<file path="src/rtl/box2x2_filter.sv">
// box2x2_filter
//   Streaming 2x2 box-filter stage placed directly after the line buffer.
//   Each in_wen beat forms the window {cur_q, lb_q, in_data, lb_rdata}
//   (previous and current column of the current and previous row) and,
//   when the window is complete and spatially valid, emits its mean.
//
//   Build option: define BOX2X2_FILTER_ROUND_EN for round-half-up averaging
//   ((sum + 2) >> 2). Without it the mean is truncated (sum >> 2).
//
// Parameters
//   WIDTH : pixels per line, equal to the line buffer delay depth (>= 2)
//   DW    : pixel data width
//
// Ports
//   CLK       in   clock, rising edge
//   RESETN    in   asynchronous active-low reset
//   in_data   in   current-row pixel (also written to the line buffer)
//   in_wen    in   in_data valid; advances the stream
//   lb_rdata  in   previous-row pixel, aligned with in_data
//   lb_valid  in   lb_rdata meaningful this cycle
//   out_data  out  filtered pixel (registered)
//   out_valid out  one-cycle pulse when out_data was updated by a window
//   out_col   out  column index of the window's right-hand pixel

module box2x2_filter #(
  parameter int WIDTH = 8,
  parameter int DW    = 16
) (
  input  logic                     CLK,
  input  logic                     RESETN,
  input  logic [DW-1:0]            in_data,
  input  logic                     in_wen,
  input  logic [DW-1:0]            lb_rdata,
  input  logic                     lb_valid,
  output logic [DW-1:0]            out_data,
  output logic                     out_valid,
  output logic [$clog2(WIDTH)-1:0] out_col
);

  localparam int CW = $clog2(WIDTH);
  localparam logic [CW-1:0] COL_LAST = CW'(WIDTH - 1);

  logic [CW-1:0] col_q, col_d;
  logic [DW-1:0] cur_q, cur_d;
  logic [DW-1:0] lb_q, lb_d;
  logic          lbv_q, lbv_d;
  logic [DW-1:0] out_data_q, out_data_d;
  logic          out_valid_q, out_valid_d;
  logic [CW-1:0] out_col_q, out_col_d;

  logic [DW+1:0] sum;
  logic [DW+1:0] mean;
  logic          fire;

  // Four DW-bit operands fit in DW+2 bits, so no overflow is possible.
  assign sum = {2'b00, cur_q} + {2'b00, lb_q} + {2'b00, in_data} + {2'b00, lb_rdata};

`ifdef BOX2X2_FILTER_ROUND_EN
  // Max 4*(2^DW-1)+2 still fits in DW+2 bits, so the +2 never wraps.
  assign mean = (sum + (DW+2)'(2)) >> 2;
`else
  assign mean = sum >> 2;
`endif

  // Column 0 is excluded: the held column then belongs to the previous line.
  assign fire = in_wen & lb_valid & lbv_q & (col_q != '0);

  always_comb begin
    col_d       = col_q;
    cur_d       = cur_q;
    lb_d        = lb_q;
    lbv_d       = lbv_q;
    out_data_d  = out_data_q;
    out_col_d   = out_col_q;
    out_valid_d = 1'b0;
    if (in_wen) begin
      cur_d = in_data;
      lb_d  = lb_rdata;
      lbv_d = lb_valid;
      col_d = (col_q == COL_LAST) ? '0 : col_q + CW'(1);
      if (fire) begin
        out_data_d  = mean[DW-1:0];
        out_col_d   = col_q;
        out_valid_d = 1'b1;
      end
    end
  end

  always_ff @(posedge CLK or negedge RESETN) begin
    if (!RESETN) begin
      col_q       <= '0;
      cur_q       <= '0;
      lb_q        <= '0;
      lbv_q       <= 1'b0;
      out_data_q  <= '0;
      out_valid_q <= 1'b0;
      out_col_q   <= '0;
    end else begin
      col_q       <= col_d;
      cur_q       <= cur_d;
      lb_q        <= lb_d;
      lbv_q       <= lbv_d;
      out_data_q  <= out_data_d;
      out_valid_q <= out_valid_d;
      out_col_q   <= out_col_d;
    end
  end

  assign out_data  = out_data_q;
  assign out_valid = out_valid_q;
  assign out_col   = out_col_q;

endmodule

</file>
<file path="config.mk">
export PLATFORM = sky130hd
export DESIGN_NAME = box2x2_filter
export DESIGN_NICKNAME = d
export VERILOG_FILES = /design/src/rtl/box2x2_filter.sv
export SDC_FILE = /design/constraint.sdc
export NUM_CORES = 1
export LEC_CHECK = 0
export ABC_CLOCK_PERIOD_IN_PS = 6800
export CORE_MARGIN = 2
export CORE_UTILIZATION = 59
export DETAILED_ROUTE_END_ITERATION = 10
export GPL_TIMING_DRIVEN = 0
export PLACE_DENSITY = 0.86
export SLEW_MARGIN = 20
export SYNTH_ARGS = -nofsm -noshare
export SYNTH_HDL_FRONTEND = slang
export SYNTH_SLANG_ARGS = --single-unit
export TNS_END_PERCENT = 5
</file>
<file path="constraint.sdc">
create_clock -name CLK -period 6.8 [get_ports CLK]
set_clock_uncertainty 0.1 [all_clocks]
set_input_delay 1.7 -clock CLK [delete_from_list [all_inputs] [get_ports CLK]]
set_output_delay 1.7 -clock CLK [all_outputs]
set_load 0.05 [all_outputs]
</file>
After elaboration in Yosys (flattened, before gate mapping):

Index checks and enable logic that the tools add are counted.

* $add $sub $neg: 4
* multiplexer cells: 3
* bitwise gates (word level): 3
* equal/unequal tests: 1
* reduce and logical (&&, ||, !) cells: 2

Operators with widths (count)
* 17-bit by 16-bit adder with 18-bit output: 1
* 18-bit by 16-bit adder with 18-bit output: 1
* 16-bit by 16-bit adder with 17-bit output: 1
* 3-bit by 1-bit adder with 3-bit output, second input constant: 1
* 1-bit bitwise AND: 3
* 3-bit equality test, second input constant: 1
* 3-bit two-way mux: 1
* 3-bit nonzero test: 1
* 1-bit two-way mux: 2
* 2-bit AND reduction: 1

* input port bits: 36
* word-level logic and storage cells: 20
* output and inout port bits: 20
* bits in registers: 56

Depth between registers and ports, before layout:

* depth after elaboration: 5
* depth in mapped cells: 11
* depth with buffers taken out: 11

Least setup slack after synthesis:

Ideal clock, no wire load.

* kind: input to register
* start point: input port in_data[1]
* end point: register out_data_q[11] (netlist: out_data[11])
* setup time: 0.122 ns
* data required time: 6.578 ns
* buffers on the path: 0
* arrival time: 4.354 ns
* path slack: 2.224 ns
* cell stages on the path: 11
* cells stage by stage: inv_1 fa_1 inv_1 fa_1 and3b_2 fa_1 a21o_1 a221o_2 a41oi_2 xor2_1 o21ai_1

* word-level cells in the longest chain between the ends: 2

RTL lines
* start: declaration: RTL line 31 `input logic [DW-1:0] in_data,`
* 17-bit by 16-bit adder with 18-bit output: RTL line 56 `assign sum = {2'b00, cur_q} + {2'b00, lb_q} + {2'b00, in_data} + {2'b00, lb_rdata};`
* 18-bit by 16-bit adder with 18-bit output: RTL line 56
* end signal: assignment: RTL line 103 `out_data_q <= out_data_d;`
* end: declaration: RTL line 47 `logic [DW-1:0] out_data_q, out_data_d;`

Every way passes these cells.
A chain may end at the register's enable or synchronous reset.

Worst setup path in the final report:

Same ends and word-level chain as after synthesis.

==> flow_summary.ini <==
[synth]
postSynthAreaPerCell_um2 = 9.34
synthesis.nets = 496
synthCells = 410
synthesis.area_um2 = 3830
yosys_most_used_dff = dfrtp_1
synthDistinctLibCells = 48
async_flop_share_pct = 100
ys_seq_area_share_pct = 36.6
ys_ff_latch = 56
synth_edf_count = 0
synthesis.yosys.warnings = 0

[clock_network]
cts.repair.resized = 0
cts_buffers = 5
worst_setup_hold_path_clk_slew_ns = 0.10
tritoncts_clock_tree = yes
tritoncts_num_sinks = 56
clock_path_buffers = 2
cts_hold_buffers = 0
clock_tree.htree_level_count = 2
clock_latency_of_the_later_clocked_register_in_the_worst_skew_pair_ns = 0.31
cts.root.buffer_cell = clkbuf_8
post_cts.repair.setup_buffers = 0

[final_layout]
finalNetCount = 558
areaGrowthSynthToFinish_pct = 19.6
drive_gt1_share_pct = 6.13
mostFrequentLayoutCells = inv_1, dfrtp_1, nand2_1, clkdlybuf4s50_1
layout.cell_area.non_filler_um2 = 4580
num_antenna_cells = 0
most_common_library_cell_in_the_layout_ignoring_fill_and_taps = inv_1

[setup_path]
r2r_end = out_data[11]
rrSetupSlack_ns = 3.37
worst_setup_path_start_kind = input port
worstPathMaxFanout = 4
path_type_of_the_worst_setup_path = input port to register
critPathRequiredTime_ns = 6.90
setup.worst_path.end_class = register
regToRegStartpoint = cur_q[1]
arrival_ns = 5.12
reg2reg_depth = 11

[sta]
fin_ws_ns = 1.78
max_slew_violation_total_from_the_final_report = 0
final_hold_violation_count = 0
slew_hr_pct = 53.4
setup_repair_after_global_routing_missed_its_margin = false
final.period_utilization_pct = 73.8
report.final.setup_viol = 0
worst-slew-pin-transition_ns = 0.698
layout_min_cycle_time_ns = 5.02
max_freq_mhz = 199
hold_ws_ns = 0.398
setup-tns-final_ns = 0

[placement]
place_congestion = 0.871
place_worst_setup_slack_ns = 1.48
dp_hpwl_mm = 6.01
port-buffer-count = 55
placement.cell_area_um2 = 4470

[floorplanning]
die_area_um2 = 7150
placement_rows = 29
ioPinCount = 56
start_util_pct = 60.6
die_h_um = 84.5
floorplan_core_area_um2 = 6310
die_width_um = 84.5

[detailed_routing]
detailedRoute.firstIterationViolations = 183
routed_via_density = 5.39
detail-route-antenna-nets = 0
drt_pass1_iterations = 7
via_count = 2963
drc = 0
wl_per_cell_um = 14.4
drt-total-wl_mm = 7.92

[power_and_ir_drop]
power_per_cell_area_nw_per_um2 = 360
worst_ir_drop_vdd_v = 0.000301
leakage_uw = 0.00228
finalPower_uw = 1650

[hold_path]
hp-start = out_data[7]
timing.hold.worst.class = register to register
holdPathStages = 2
hold_end = out_data[7]

[global_routing]
largest_net_degree_at_the_start_of_global_routing = 57
overflow_after_grt = 0
grt_antenna_before_repair = 0
grtUsageTotal_pct = 24.1
vias_in_the_first_global_route = 2991
first_pass_grt_wire_length_mm = 13.6

[job]
max-cap-violations = 0

[run_status]
status = finished clean
[report_power, final]
group / total, uW / switching, uW / leakage [uW] / internal [uW]
registers: 451 / 40.3 / 0.000685 / 411
clock network: 221 / 112 / 0.0000552 / 110
logic: 976 / 610 / 0.00154 / 366
total: 1650 / 762 / 0.00228 / 886
[sequential cells by signal, indices dropped and copies added (netlist names)]
signal	count
out_col	3
out_valid	1
lb_q	16
lbv_q	1
out_data	16
cur_q	16
col_q	3
[how the worst max path moves through the flow]
| stage | startpoint | to | cells past startpoint | slack (ns) |
|---|---|---|---|---|
| floorplan | in_data[1] | out_data[11] | 11 | 2.22 |
| global placement | in_data[1] | out_data[11] | 12 | 1.55 |
| detailed placement | in_data[1] | out_data[11] | 12 | 1.48 |
| CTS | in_data[1] | out_data[11] | 12 | 1.81 |
| global route | in_data[1] | out_data[11] | 12 | 1.69 |
| finish | in_data[1] | out_data[11] | 12 | 1.78 |
[worst max-delay path, stage by stage]
cell,delay (ns)
clkdlybuf4s50_1,0.47
inv_1,0.06
fa_1,0.53
inv_1,0.06
fa_1,0.44
and3b_2,0.26
fa_1,0.41
a21o_1,0.22
a221o_2,0.39
a41oi_2,0.27
xor2_1,0.21
o21ai_1,0.08
[kinds of logic after synthesis]
kind of cell	after synthesis	synth area share [%]
adders and majority gates	50	22.6
AOI/OAI and AO/OA	91	15.0
DFF	56	36.6
buffers and inverters	110	11.4
xor gates and xnor gates	10	2.29
muxes	6	1.77
and+or+nand+nor	87	10.3
[metrics by stage]
step	utilization [%]	std cells
global placement	70.9	542
global route	72.5	550
detailed placement	70.8	542
finish	72.5	550
CTS	72.5	550
floorplan	-	410
[layout make-up]
type	instances	area (um^2)
Fill cell	481	1730
Buffer	13	72.6
Clock buffer	6	72.6
Multi-Input combinational cell	244	1990
Timing Repair Buffer	55	548
Tap cell	77	96.3
Sequential cell	56	1400
Inverter	97	364
Clock inverter	2	35.0
[metal layers]
metal / up-vias / global-route usage, % / share of wire, %
met4: 0 / 6.93 / 1.5
met2: 100 / 40.9 / 49
met1: 1428 / 32.0 / 44
met5: - / 0 / 0
li1: 1424 / - / -
met3: 11 / 4.62 / 5.3
[synthesized netlist by cell type (2+ instances only)]
| master | instances | area [um^2] |
|---|---|---|
| clkbuf_1 | 6 | 22.5 |
| nand3_1 | 6 | 30.0 |
| ha_1 | 18 | 225 |
| nor3_1 | 3 | 15.0 |
| dfrtp_1 | 56 | 1400 |
| a31oi_1 | 4 | 25.0 |
| and4_1 | 2 | 17.5 |
| mux2_2 | 5 | 56.3 |
| nand2_1 | 55 | 206 |
| o31ai_1 | 2 | 15.0 |
| xnor2_1 | 4 | 35.0 |
| nor3b_1 | 2 | 15.0 |
| o21ai_0 | 32 | 160 |
| and2_1 | 2 | 12.5 |
| inv_1 | 97 | 364 |
| o21ai_1 | 16 | 80.1 |
| fa_1 | 32 | 641 |
| o211ai_1 | 5 | 37.5 |
| nor2_1 | 6 | 22.5 |
| buf_6 | 2 | 22.5 |
| a21o_1 | 5 | 37.5 |
| nand4_1 | 5 | 31.3 |
| xor2_1 | 6 | 52.6 |
| a41oi_2 | 2 | 32.5 |
| a21oi_1 | 12 | 60.1 |
| buf_1 | 2 | 7.51 |
| a21oi_2 | 2 | 17.5 |
(Power assumes the default switching activity.)
